===== config.mk =====
export PLATFORM = sky130hd
export DESIGN_NAME = free_list_flat
export DESIGN_NICKNAME = d
export VERILOG_FILES = /design/src/rtl/free_list_pkg.sv /design/src/rtl/free_list_if.sv /design/src/rtl/free_list.sv /design/src/flat_wrapper.sv
export SDC_FILE = /design/constraint.sdc
export NUM_CORES = 1
export LEC_CHECK = 0
export BUFFER_PORTS_ARGS = -buffer_cell sky130_fd_sc_hd__buf_4
export CAP_MARGIN = 20
export CORE_ASPECT_RATIO = 1.75
export CORE_MARGIN = 2
export CORE_UTILIZATION = 39
export CTS_CLUSTER_DIAMETER = 40
export DETAILED_ROUTE_END_ITERATION = 6
export PLACE_DENSITY_LB_ADDON = 0.08
export SLEW_MARGIN = 10
export SYNTH_ARGS = -nofsm -noshare
export SYNTH_HDL_FRONTEND = slang
export SYNTH_SLANG_ARGS = --single-unit

===== constraint.sdc =====
create_clock -name clock -period 11.9 [get_ports clock]
set_input_delay 2.38 -clock clock [delete_from_list [all_inputs] [get_ports clock]]
set_output_delay 2.38 -clock clock [all_outputs]
set_load 0.01 [all_outputs]

===== src/rtl/free_list_pkg.sv =====
// Shared types and sizing for the rename-stage free list and its ROB neighbours.
package free_list_pkg;

  localparam int unsigned NUM_PR   = 64;
  localparam int unsigned NUM_ARCH = 32;
  localparam int unsigned NUM_ROB  = 8;
  // Must be a power of two so the pointer low bits index the array directly.
  localparam int unsigned NUM_FL   = NUM_PR - NUM_ARCH;

  localparam int unsigned PR_W     = $clog2(NUM_PR);
  localparam int unsigned ROB_W    = $clog2(NUM_ROB);
  localparam int unsigned FL_IDX_W = $clog2(NUM_FL);
  // Extra MSB is the wrap bit that separates full from empty.
  localparam int unsigned FL_PTR_W = FL_IDX_W + 1;

  typedef logic [FL_PTR_W-1:0] fl_ptr_t;

  typedef struct packed {
    logic [PR_W-1:0] Told_idx;
    logic            Told_valid;
  } ROB_FL_OUT_t;

  typedef struct packed {
    logic [PR_W-1:0] T_idx;
  } FL_ROB_OUT_t;

  typedef struct packed {
    logic [PR_W-1:0] T_idx;
  } FL_MAP_TABLE_OUT_t;

  // Occupancy from wrap-bit pointers; modular subtraction handles wrap.
  function automatic fl_ptr_t fl_count(input fl_ptr_t tail, input fl_ptr_t head);
    return tail - head;
  endfunction

endpackage


===== src/rtl/free_list_if.sv =====
// Dispatch / retire / rollback bundle between the ROB+rename side and the free list.
interface free_list_if;
  import free_list_pkg::*;

  logic                 en;
  logic                 dispatch_en;
  logic                 dest_valid;
  logic [ROB_W-1:0]     ROB_idx;
  logic                 retire_en;
  ROB_FL_OUT_t          ROB_FL_out;
  logic                 rollback_en;
  logic [ROB_W-1:0]     ROB_rollback_idx;
  logic                 FL_valid;
  FL_ROB_OUT_t          FL_ROB_out;
  FL_MAP_TABLE_OUT_t    FL_Map_Table_out;

  // Rename/ROB side.
  modport master (
    output en, dispatch_en, dest_valid, ROB_idx, retire_en, ROB_FL_out,
           rollback_en, ROB_rollback_idx,
    input  FL_valid, FL_ROB_out, FL_Map_Table_out
  );

  // Free list side.
  modport slave (
    input  en, dispatch_en, dest_valid, ROB_idx, retire_en, ROB_FL_out,
           rollback_en, ROB_rollback_idx,
    output FL_valid, FL_ROB_out, FL_Map_Table_out
  );

endinterface


===== src/rtl/free_list.sv =====
// Circular FIFO of free physical register tags with per-ROB-entry head checkpoints
// for branch rollback.
module free_list
  import free_list_pkg::*;
(
  input logic        clock,
  input logic        reset,
  free_list_if.slave fl_if
);

  logic [PR_W-1:0] fl_q    [NUM_FL];
  logic [PR_W-1:0] fl_d    [NUM_FL];
  fl_ptr_t         ckpt_q  [NUM_ROB];
  fl_ptr_t         ckpt_d  [NUM_ROB];
  fl_ptr_t         head_q, head_d;
  fl_ptr_t         tail_q, tail_d;

  fl_ptr_t count;
  logic    fl_valid;
  logic    full;
  logic    rollback;
  logic    pop;
  logic    push_req;
  logic    push;
  logic    ckpt_we;

  assign count    = fl_count(tail_q, head_q);
  assign fl_valid = (count != '0);
  assign full     = (count == fl_ptr_t'(NUM_FL));

  assign rollback = fl_if.en & fl_if.rollback_en;
  // Gated by FL_valid, so a pop never underflows; no bypass from a same-cycle push.
  assign pop      = fl_if.en & fl_if.dispatch_en & fl_if.dest_valid & fl_valid
                    & ~fl_if.rollback_en;
  assign push_req = fl_if.en & fl_if.retire_en & fl_if.ROB_FL_out.Told_valid;
  // A push into a full list is a protocol error and is dropped.
  assign push     = push_req & ~full;
  // Checkpoint every dispatch, even without a destination, so any ROB slot can roll back.
  assign ckpt_we  = fl_if.en & fl_if.dispatch_en & ~fl_if.rollback_en;

  // Head tag is presented combinationally to both the ROB and the Map Table.
  always_comb begin
    fl_if.FL_valid               = fl_valid;
    fl_if.FL_ROB_out.T_idx       = fl_q[head_q[FL_IDX_W-1:0]];
    fl_if.FL_Map_Table_out.T_idx = fl_q[head_q[FL_IDX_W-1:0]];
  end

  // Next-state for pointers, tag storage and checkpoints.
  always_comb begin
    head_d = head_q;
    tail_d = tail_q;
    fl_d   = fl_q;
    ckpt_d = ckpt_q;

    if (rollback) begin
      head_d = ckpt_q[fl_if.ROB_rollback_idx];
    end else if (pop) begin
      head_d = head_q + fl_ptr_t'(1);
    end

    // Retire is older than any mispredicted branch, so it proceeds during rollback.
    if (push) begin
      fl_d[tail_q[FL_IDX_W-1:0]] = fl_if.ROB_FL_out.Told_idx;
      tail_d                     = tail_q + fl_ptr_t'(1);
    end

    // Checkpoint holds the head after this cycle's pop.
    if (ckpt_we) begin
      ckpt_d[fl_if.ROB_idx] = head_d;
    end
  end

  // State registers; reset leaves PRs NUM_ARCH.. free and the list full.
  always_ff @(posedge clock or posedge reset) begin
    if (reset) begin
      head_q <= '0;
      tail_q <= fl_ptr_t'(NUM_FL);
      for (int i = 0; i < NUM_FL; i++) begin
        fl_q[i] <= PR_W'(NUM_ARCH + i);
      end
      for (int i = 0; i < NUM_ROB; i++) begin
        ckpt_q[i] <= '0;
      end
    end else begin
      head_q <= head_d;
      tail_q <= tail_d;
      fl_q   <= fl_d;
      ckpt_q <= ckpt_d;
    end
  end

  push_not_full_a: assert property (@(posedge clock) disable iff (reset) !(push_req && full));

endmodule


===== src/flat_wrapper.sv =====
// flat-port wrapper written by rule: the top's interface ports become plain ports
module free_list_flat import free_list_pkg::*;
  (clock, reset, fl_if_en, fl_if_dispatch_en, fl_if_dest_valid, fl_if_ROB_idx, fl_if_retire_en, fl_if_ROB_FL_out, fl_if_rollback_en, fl_if_ROB_rollback_idx, fl_if_FL_valid, fl_if_FL_ROB_out, fl_if_FL_Map_Table_out);
  free_list_if fl_if_i ();
  input logic clock;
  input logic reset;
  input wire logic [$bits(fl_if_i.en)-1:0] fl_if_en;
  input wire logic [$bits(fl_if_i.dispatch_en)-1:0] fl_if_dispatch_en;
  input wire logic [$bits(fl_if_i.dest_valid)-1:0] fl_if_dest_valid;
  input wire logic [$bits(fl_if_i.ROB_idx)-1:0] fl_if_ROB_idx;
  input wire logic [$bits(fl_if_i.retire_en)-1:0] fl_if_retire_en;
  input wire logic [$bits(fl_if_i.ROB_FL_out)-1:0] fl_if_ROB_FL_out;
  input wire logic [$bits(fl_if_i.rollback_en)-1:0] fl_if_rollback_en;
  input wire logic [$bits(fl_if_i.ROB_rollback_idx)-1:0] fl_if_ROB_rollback_idx;
  output wire logic [$bits(fl_if_i.FL_valid)-1:0] fl_if_FL_valid;
  output wire logic [$bits(fl_if_i.FL_ROB_out)-1:0] fl_if_FL_ROB_out;
  output wire logic [$bits(fl_if_i.FL_Map_Table_out)-1:0] fl_if_FL_Map_Table_out;
  assign fl_if_i.en = fl_if_en;
  assign fl_if_i.dispatch_en = fl_if_dispatch_en;
  assign fl_if_i.dest_valid = fl_if_dest_valid;
  assign fl_if_i.ROB_idx = fl_if_ROB_idx;
  assign fl_if_i.retire_en = fl_if_retire_en;
  assign fl_if_i.ROB_FL_out = fl_if_ROB_FL_out;
  assign fl_if_i.rollback_en = fl_if_rollback_en;
  assign fl_if_i.ROB_rollback_idx = fl_if_ROB_rollback_idx;
  assign fl_if_FL_valid = fl_if_i.FL_valid;
  assign fl_if_FL_ROB_out = fl_if_i.FL_ROB_out;
  assign fl_if_FL_Map_Table_out = fl_if_i.FL_Map_Table_out;
  free_list u_core (.clock(clock), .reset(reset), .fl_if(fl_if_i));
endmodule

==> results.txt, run 1 <==
outcome: complete, no violations
XOR/XNOR share of the synthesized area: 0.00651
synthesized cell area: 12100 sq um
Register-to-Register Path Depth: 9
CP endpoint kind: output port
final-report hold violation count: 0
DRT Pass-1 Iters: 4
hold bufs inserted after CTS: 0
first-pass GRT wire length: 47.9 mm
CTS Buf Count: 29
Total Neg Setup Slack: 0 ps
nets: 888
Slew Limit Fails: 0
HP Start: u_core.ckpt_q[1]$_DFFE_PP0P_
DR iter-0 viols: 271
number of distinct library cells after synthesis: 49
FF/Latch Area: 6450 sq um
initial antenna violation count: 1
Fmax achieved: 0.172 GHz
Diodes inserted: 0
Critical Path RT: 9520 ps
Clock Skew: 13.7 ps
CTS max path bufs: 3
clk_lat worst skew: 550 ps
crit share post-route: 0.489
CP arrival: 3440 ps
met3 Use GR: 0.0255
final WL: 31.0 mm
site row count: 85
Setup crit start kind: flip-flop
Antenna Nets Post-Route: 0
root buffer cell: clkbuf_16
CTS tree: done
vias in the first global route: 7827
Synth Net Count: 879
crit path max fanout: 40
min cycle time layout: 5820 ps
simple-gate area share of the yosys netlist: 0.0685
slew margin rel.: 0.303
largest family of logic cells by synthesized area: multiplexers
grt ovf: 0
r2r startpoint: u_core.head_q[0]$_DFF_PP0_
total core area: 30600 sq um
vias after detailed routing: 7156
Initial Util: 0.395
Hold Path End: u_core.ckpt_q[1]$_DFFE_PP0P_
CP Class: flip-flop to output port
Synth Area in Compound Gates: 0.0307
Final Power: 2.89 mW
Non-Filler Instances: 1271
flop2flop setup slack: 7770 ps
worst min-delay path category: flip-flop to flip-flop
Power Dens Cells: 211 nW/um^2
Max-cap violations: 0
r2r endpoint: u_core.fl_q[172]$_DFFE_PP0P_
# DRC: 0
Main synth FF type: dfrtp_1
Placer Congestion: 0.799
# fillers: 2800
hold-critical path depth: 2
Detail Placement HPWL: 21.0 mm
number of flops mapped to enable cells by yosys: 0
final setup vio count: 0
Placed Cells: 1217
Via density: 5.63
Pleak: 5.84 nW
input/output buffers: 32
register area share after synthesis: 0.532
Most Crowded Layer GR: met2
Adder-Cell Fraction of Synth Area: 0.0103
Die Area: 32500 sq um
asr flop ratio synth: 1.00
Avg WL per Cell: 24.4 um
YS warnings: 0
H-tree Lvls: 1
area of the multi-input gates: 5370 sq um
RSZ-0062 raised after global routing: no
largest net degree at the start of global routing: 137
worst vdd ir: 0.124 mV
post-synthesis mux area share: 0.328
grt met2 use: 0.355
Post-CTS Setup Bufs: 0
Worst-Margin Slew: 1050 ps
Die Ht: 237 um
Chip Width: 137 um
GRT Util Overall: 0.198
share of cells above drive strength 1: 0.558
syn_area_per_cell: 14.3 sq um
number of synthesized register bits: 252
Num Clock Sinks: 252
Ports: 33
WHS: 484 ps
CTS resizes: 0
clock slew at reported path FFs: 60 ps
GR Util met1: 0.243
cells after synthesis: 849
area grow syn2layout: 12.9%
[layout by cell type, fill, tap and decap left out, types with 4 or more instances in the layout]
cell,count
mux2_2,196
dfrtp_1,137
dfstp_2,113
mux4_2,72
nand2_1,60
nor2_1,39
buf_4,36
clkbuf_16,30
o21ai_0,20
a31oi_1,17
nand3_1,11
and3_1,10
ha_1,10
inv_1,8
nor2_2,8
nand4_1,7
nand2b_1,6
a21oi_1,6
xnor2_1,6
nor3_1,6
mux2_4,6
nor2b_1,5
mux2i_1,5
and2_1,4
or2_0,4
clkbuf_8,4
bufinv_16,4
clkbuf_1,4
[layout make-up]
| type | count | share of cell area |
|---|---|---|
| clock inverters | 15 | 0.0146 |
| well taps | 391 | 0.0358 |
| inverters | 10 | 0.00329 |
| flip-flops and latches | 252 | 0.472 |
| multi-input cells | 528 | 0.393 |
| repair buffers | 37 | 0.0212 |
| clock buffers | 38 | 0.0600 |
[report_power, final]
group / switching (mW) / internal (mW) / total, mW / leakage (nW)
clock: 0.365 / 0.575 / 0.939 / 0.494
sequential: 0.153 / 1.11 / 1.26 / 2.99
combinational: 0.323 / 0.362 / 0.685 / 2.35
total: 0.841 / 2.05 / 2.89 / 5.84
[worst max-delay path by stage]
stage	startpoint	to	slack [ps]	depth (start not counted)
CTS	u_core.head_q[2]$_DFF_PP0_	fl_if_FL_valid	5810	8
detailed placement	u_core.head_q[2]$_DFF_PP0_	fl_if_FL_valid	6420	8
global route	u_core.head_q[0]$_DFF_PP0_	fl_if_FL_Map_Table_out[3]	5880	6
finish	u_core.head_q[0]$_DFF_PP0_	fl_if_FL_Map_Table_out[3]	6080	6
global placement	u_core.head_q[2]$_DFF_PP0_	fl_if_FL_valid	6480	8
floorplan	reset	u_core.ckpt_q[0]$_DFFE_PP0P_	2780	1
[per-stage QoR]
step | setup slack (ps) | util | cell area, sq um
after detailed placement | 6420 | 0.412 | 12600
after global routing | 5880 | 0.446 | 13700
after CTS | 5810 | 0.446 | 13700
after floorplan | 2780 | - | 12100
final | 6080 | 0.446 | 13700
after global placement | 6480 | 0.412 | 12600
[cells by family (layout without fill, tap and decap cells)]
| logic type | count (synthesis) | in the layout |
|---|---|---|
| AOI/OAI and AO/OA | 59 | 59 |
| xor gates and xnor gates | 9 | 9 |
| adders and majority gates | 10 | 10 |
| buffers and inverters | 69 | 100 |
| DFF | 252 | 252 |
| muxes | 279 | 279 |
| and+or+nand+nor | 171 | 171 |
[sequential cells by signal, indices dropped and copies added (netlist names)]
name,flops
u_core.tail_q,6
u_core.ckpt_q,48
u_core.fl_q,192
u_core.head_q,6
[cells in the mapped netlist, types with 2 or more instances]
library cell	n	area, sq um
nand4_1	7	43.8
mux2_2	196	2210
nor3_2	2	20.0
mux4_2	72	1620
o21ai_0	20	100
o21ai_1	2	10.0
xor2_1	3	26.3
buf_4	6	45.0
nor2_2	8	50.1
buf_1	5	18.8
or2_0	4	25.0
mux2_4	6	90.1
xnor2_1	6	52.6
a211oi_1	2	15.0
and3_1	10	62.6
a21oi_1	6	30.0
mux2i_1	5	50.1
o21a_1	2	15.0
nand3_1	11	55.1
and2_1	4	25.0
or3_1	3	18.8
nor3_1	6	30.0
dfrtp_1	139	3480
buf_2	6	30.0
nand2_1	60	225
ha_1	10	125
a31oi_1	17	106
a21o_1	2	15.0
inv_1	9	33.8
dfstp_2	113	2970
nor2b_1	5	31.3
clkbuf_1	42	158
nand2b_1	6	37.5
nor2_1	39	146
[per-layer routing]
metal / up-vias / wire length, um
li1: 3145 / -
met1: 3816 / 12200
met2: 135 / 16800
met3: 58 / 1060
met4: 2 / 867
met5: - / 8
[worst max-delay path: stages, from the launching register on]
cell and delay, ps:
dfrtp_4 620, buf_4 680, mux4_2 620, mux4_2 530
nand2_1 100, nand2_1 120, buf_4 170
Power figures use the tool's default switching activity.
==> run 2, diff against run 1 <==
- clock period: 11.9 -> 5.2 ns (I/O delays scaled with it)
==> run 2 against run 1 <==
  * Final area is essentially flat
  * Critical path depth is the same
  * Final cell count rose by 0.63%
  * Setup slack lost 5300 ps
  * Largest cell class unchanged
  * Sequential cell count unchanged
  * Utilization barely moved
  * Critical endpoint is now fl_if_FL_ROB_out[0]
  * Via count is 0.35% higher
==> results.txt, run 2 (synthesis gave the netlist of run 1 again) <==
worst vdd ir: 0.301 mV (was 0.124 mV)
Pleak: 5.82 nW (was 5.84 nW)
vias after detailed routing: 7181 (was 7156)
pre-CTS setup slack: 1370 ps (was 6420 ps)
Chip Width: 137 um (unchanged)
# DRC: 0 (unchanged)
outcome: complete, no violations (unchanged)
final setup vio count: 0 (unchanged)
RSZ-0062 raised after global routing: no (unchanged)
Buf/Inv on CP: 2 (unchanged)
most frequent cells in the layout: mux2_2, dfrtp_1, dfstp_2 (unchanged)
commonest non-fill, non-tap cell in the layout: mux2_2 (unchanged)
GRT Util Overall: 0.197 (was 0.198)
final-report hold violation count: 0 (unchanged)
CTS resizes: 0 (unchanged)
hold bufs inserted after CTS: 0 (unchanged)
Die Area: 32500 sq um (unchanged)
CP arrival: 3350 ps (was 3440 ps)
clock slew at reported path FFs: 70 ps (was 60 ps)
Worst path max stage delay: 760 ps (was 680 ps)
CTS Buf Count: 29 (unchanged)
clock power share: 0.312 (was 0.325)
NetSw: 1.96 mW (was 0.841 mW)
crit path max fanout: 26 (was 40)
Post-CTS Setup Bufs: 0 (unchanged)
Final Power: 6.53 mW (was 2.89 mW)
Clock Skew: 25.8 ps (was 13.7 ps)
CTS max path bufs: 3 (unchanged)
CP Class: flip-flop to output port (unchanged)
CP endpoint kind: output port (unchanged)
area grow syn2layout: 12.8% (was 12.9%)
H-tree Lvls: 1 (unchanged)
crit share post-route: 0.844
DR iter-0 viols: 277 (was 271)
DRT Pass-1 Iters: 4 (unchanged)
largest net degree at the start of global routing: 117 (was 137)
Total Neg Setup Slack: 0 ps (unchanged)
register share of total power: 0.439 (was 0.437)
Most flops, register: u_core.fl_q (unchanged)
Power Dens Cells: 478 nW/um^2 (was 211 nW/um^2)
first-pass GRT wire length: 48.1 mm (was 47.9 mm)
Antenna Nets Post-Route: 0 (unchanged)
Placer Congestion: 0.821 (was 0.799)
Worst-Margin Slew: 884 ps (was 1050 ps)
Ports: 33 (unchanged)
Die Ht: 237 um (unchanged)
Fmax achieved: 0.228 GHz
clk_lat worst skew: 570 ps (was 550 ps)
Logic pwr share: 0.249 (was 0.237)
Avg WL per Cell: 24.4 um (about the same)
initial antenna violation count: 0 (was 1)
min cycle time layout: 4390 ps
# fillers: 2789 (was 2800)
Max-cap violations: 0 (unchanged)
Critical Path RT: 4160 ps (was 9520 ps)
total core area: 30600 sq um (unchanged)
switch share: 0.300 (was 0.291)
Diodes inserted: 0 (unchanged)
input/output buffers: 32 (unchanged)
Via density: 5.61 (was 5.63)
cell chain of the critical path: buf_4, mux4_2, mux4_2, nand2_1, nand2_1, buf_4 (unchanged)
Num Clock Sinks: 252 (unchanged)
setup ws final: 811 ps (was 6080 ps)
max reg flops: 192 (unchanged)
slew margin rel.: 0.408 (was 0.303)
worst min-delay path category: flip-flop to flip-flop (unchanged)
vias in the first global route: 7755 (was 7827)
CTS tree: done (unchanged)
nets: 895 (was 888)
CP top delay family: multiplexers (unchanged)
root buffer cell: clkbuf_16 (unchanged)
final WL: 31.2 mm (was 31.0 mm)
Pint: 4.57 mW (was 2.05 mW)
Top Registers: u_core.fl_q: 192 flops, u_core.ckpt_q: 48 flops (unchanged)
Setup crit start kind: flip-flop (unchanged)
Slowest-stage cell, CP: dfrtp_4 (was buf_4)
Slew Limit Fails: 0 (unchanged)
site row count: 85 (unchanged)
Initial Util: 0.395 (unchanged)
share of cells above drive strength 1: 0.557 (was 0.558)
grt ovf: 0 (unchanged)
Detail Placement HPWL: 21.9 mm (was 21.0 mm)
[run 2: worst register-to-register path, cell delays in order (launching register included)]
cell and delay (ps):
dfrtp_1 870, inv_1 150, ha_1 270, and2_1 170, o21a_1 160, a31o_1 210
o221ai_2 450, nand2_2 230, or4_1 800, mux2_4 400
[run 2: power groups by stage]
stage / clock network (mW) / registers [mW] / logic (mW)
after floorplan: 0 / 2.71 / 1.29
after global placement: 0 / 2.86 / 1.60
after detailed placement: 0 / 2.90 / 1.64
after CTS: 2.09 / 2.87 / 1.65
after global routing: 2.18 / 2.93 / 1.75
final: 2.04 / 2.87 / 1.62
[run 2: final cells by class]
class,count,area (sq um),area share
clock buffer,42,825,0.0603
sequential,252,6450,0.472
clock inverter,12,139,0.0102
timing repair buffer,44,343,0.0251
inverter,10,41.3,0.00302
multi-input combinational,528,5370,0.393
tap,391,489,0.0358
[run 2: per-stage QoR]
step	hold slack [ps]	std cells	area [sq um]	util
6_report	486	1279	13700	0.446
5_1_grt	501	1279	13700	0.446
4_1_cts	489	1279	13700	0.446
3_5_place_dp	474	1225	12700	0.415
3_3_place_gp	458	1225	12700	0.415
2_1_floorplan	445	849	12100	-
[run 2: final timing paths]
check / start / end / slack [ps] / cells past startpoint
worst max-delay path: u_core.head_q[0]$_DFF_PP0_ / fl_if_FL_ROB_out[0] / 810 / 6
worst max register to register: u_core.head_q[3]$_DFF_PP0_ / u_core.fl_q[170]$_DFFE_PP0P_ / 1370 / 9
worst min register to register: u_core.ckpt_q[10]$_DFFE_PP0P_ / u_core.ckpt_q[10]$_DFFE_PP0P_ / 490 / 2
worst min-delay path: u_core.ckpt_q[10]$_DFFE_PP0P_ / u_core.ckpt_q[10]$_DFFE_PP0P_ / 490 / 2
max in group asynchronous: reset / u_core.fl_q[19]$_DFFE_PP0P_ / 3410 / 3
min in group asynchronous: reset / u_core.ckpt_q[32]$_DFFE_PP0P_ / 660 / 2
[run 2: layer usage]
layer	wire length (um)	track usage	vias up
met5	0	0	-
met4	825	0.0647	0
met3	828	0.0203	51
met2	17300	0.360	133
met1	12200	0.238	3859
li1	-	-	3138
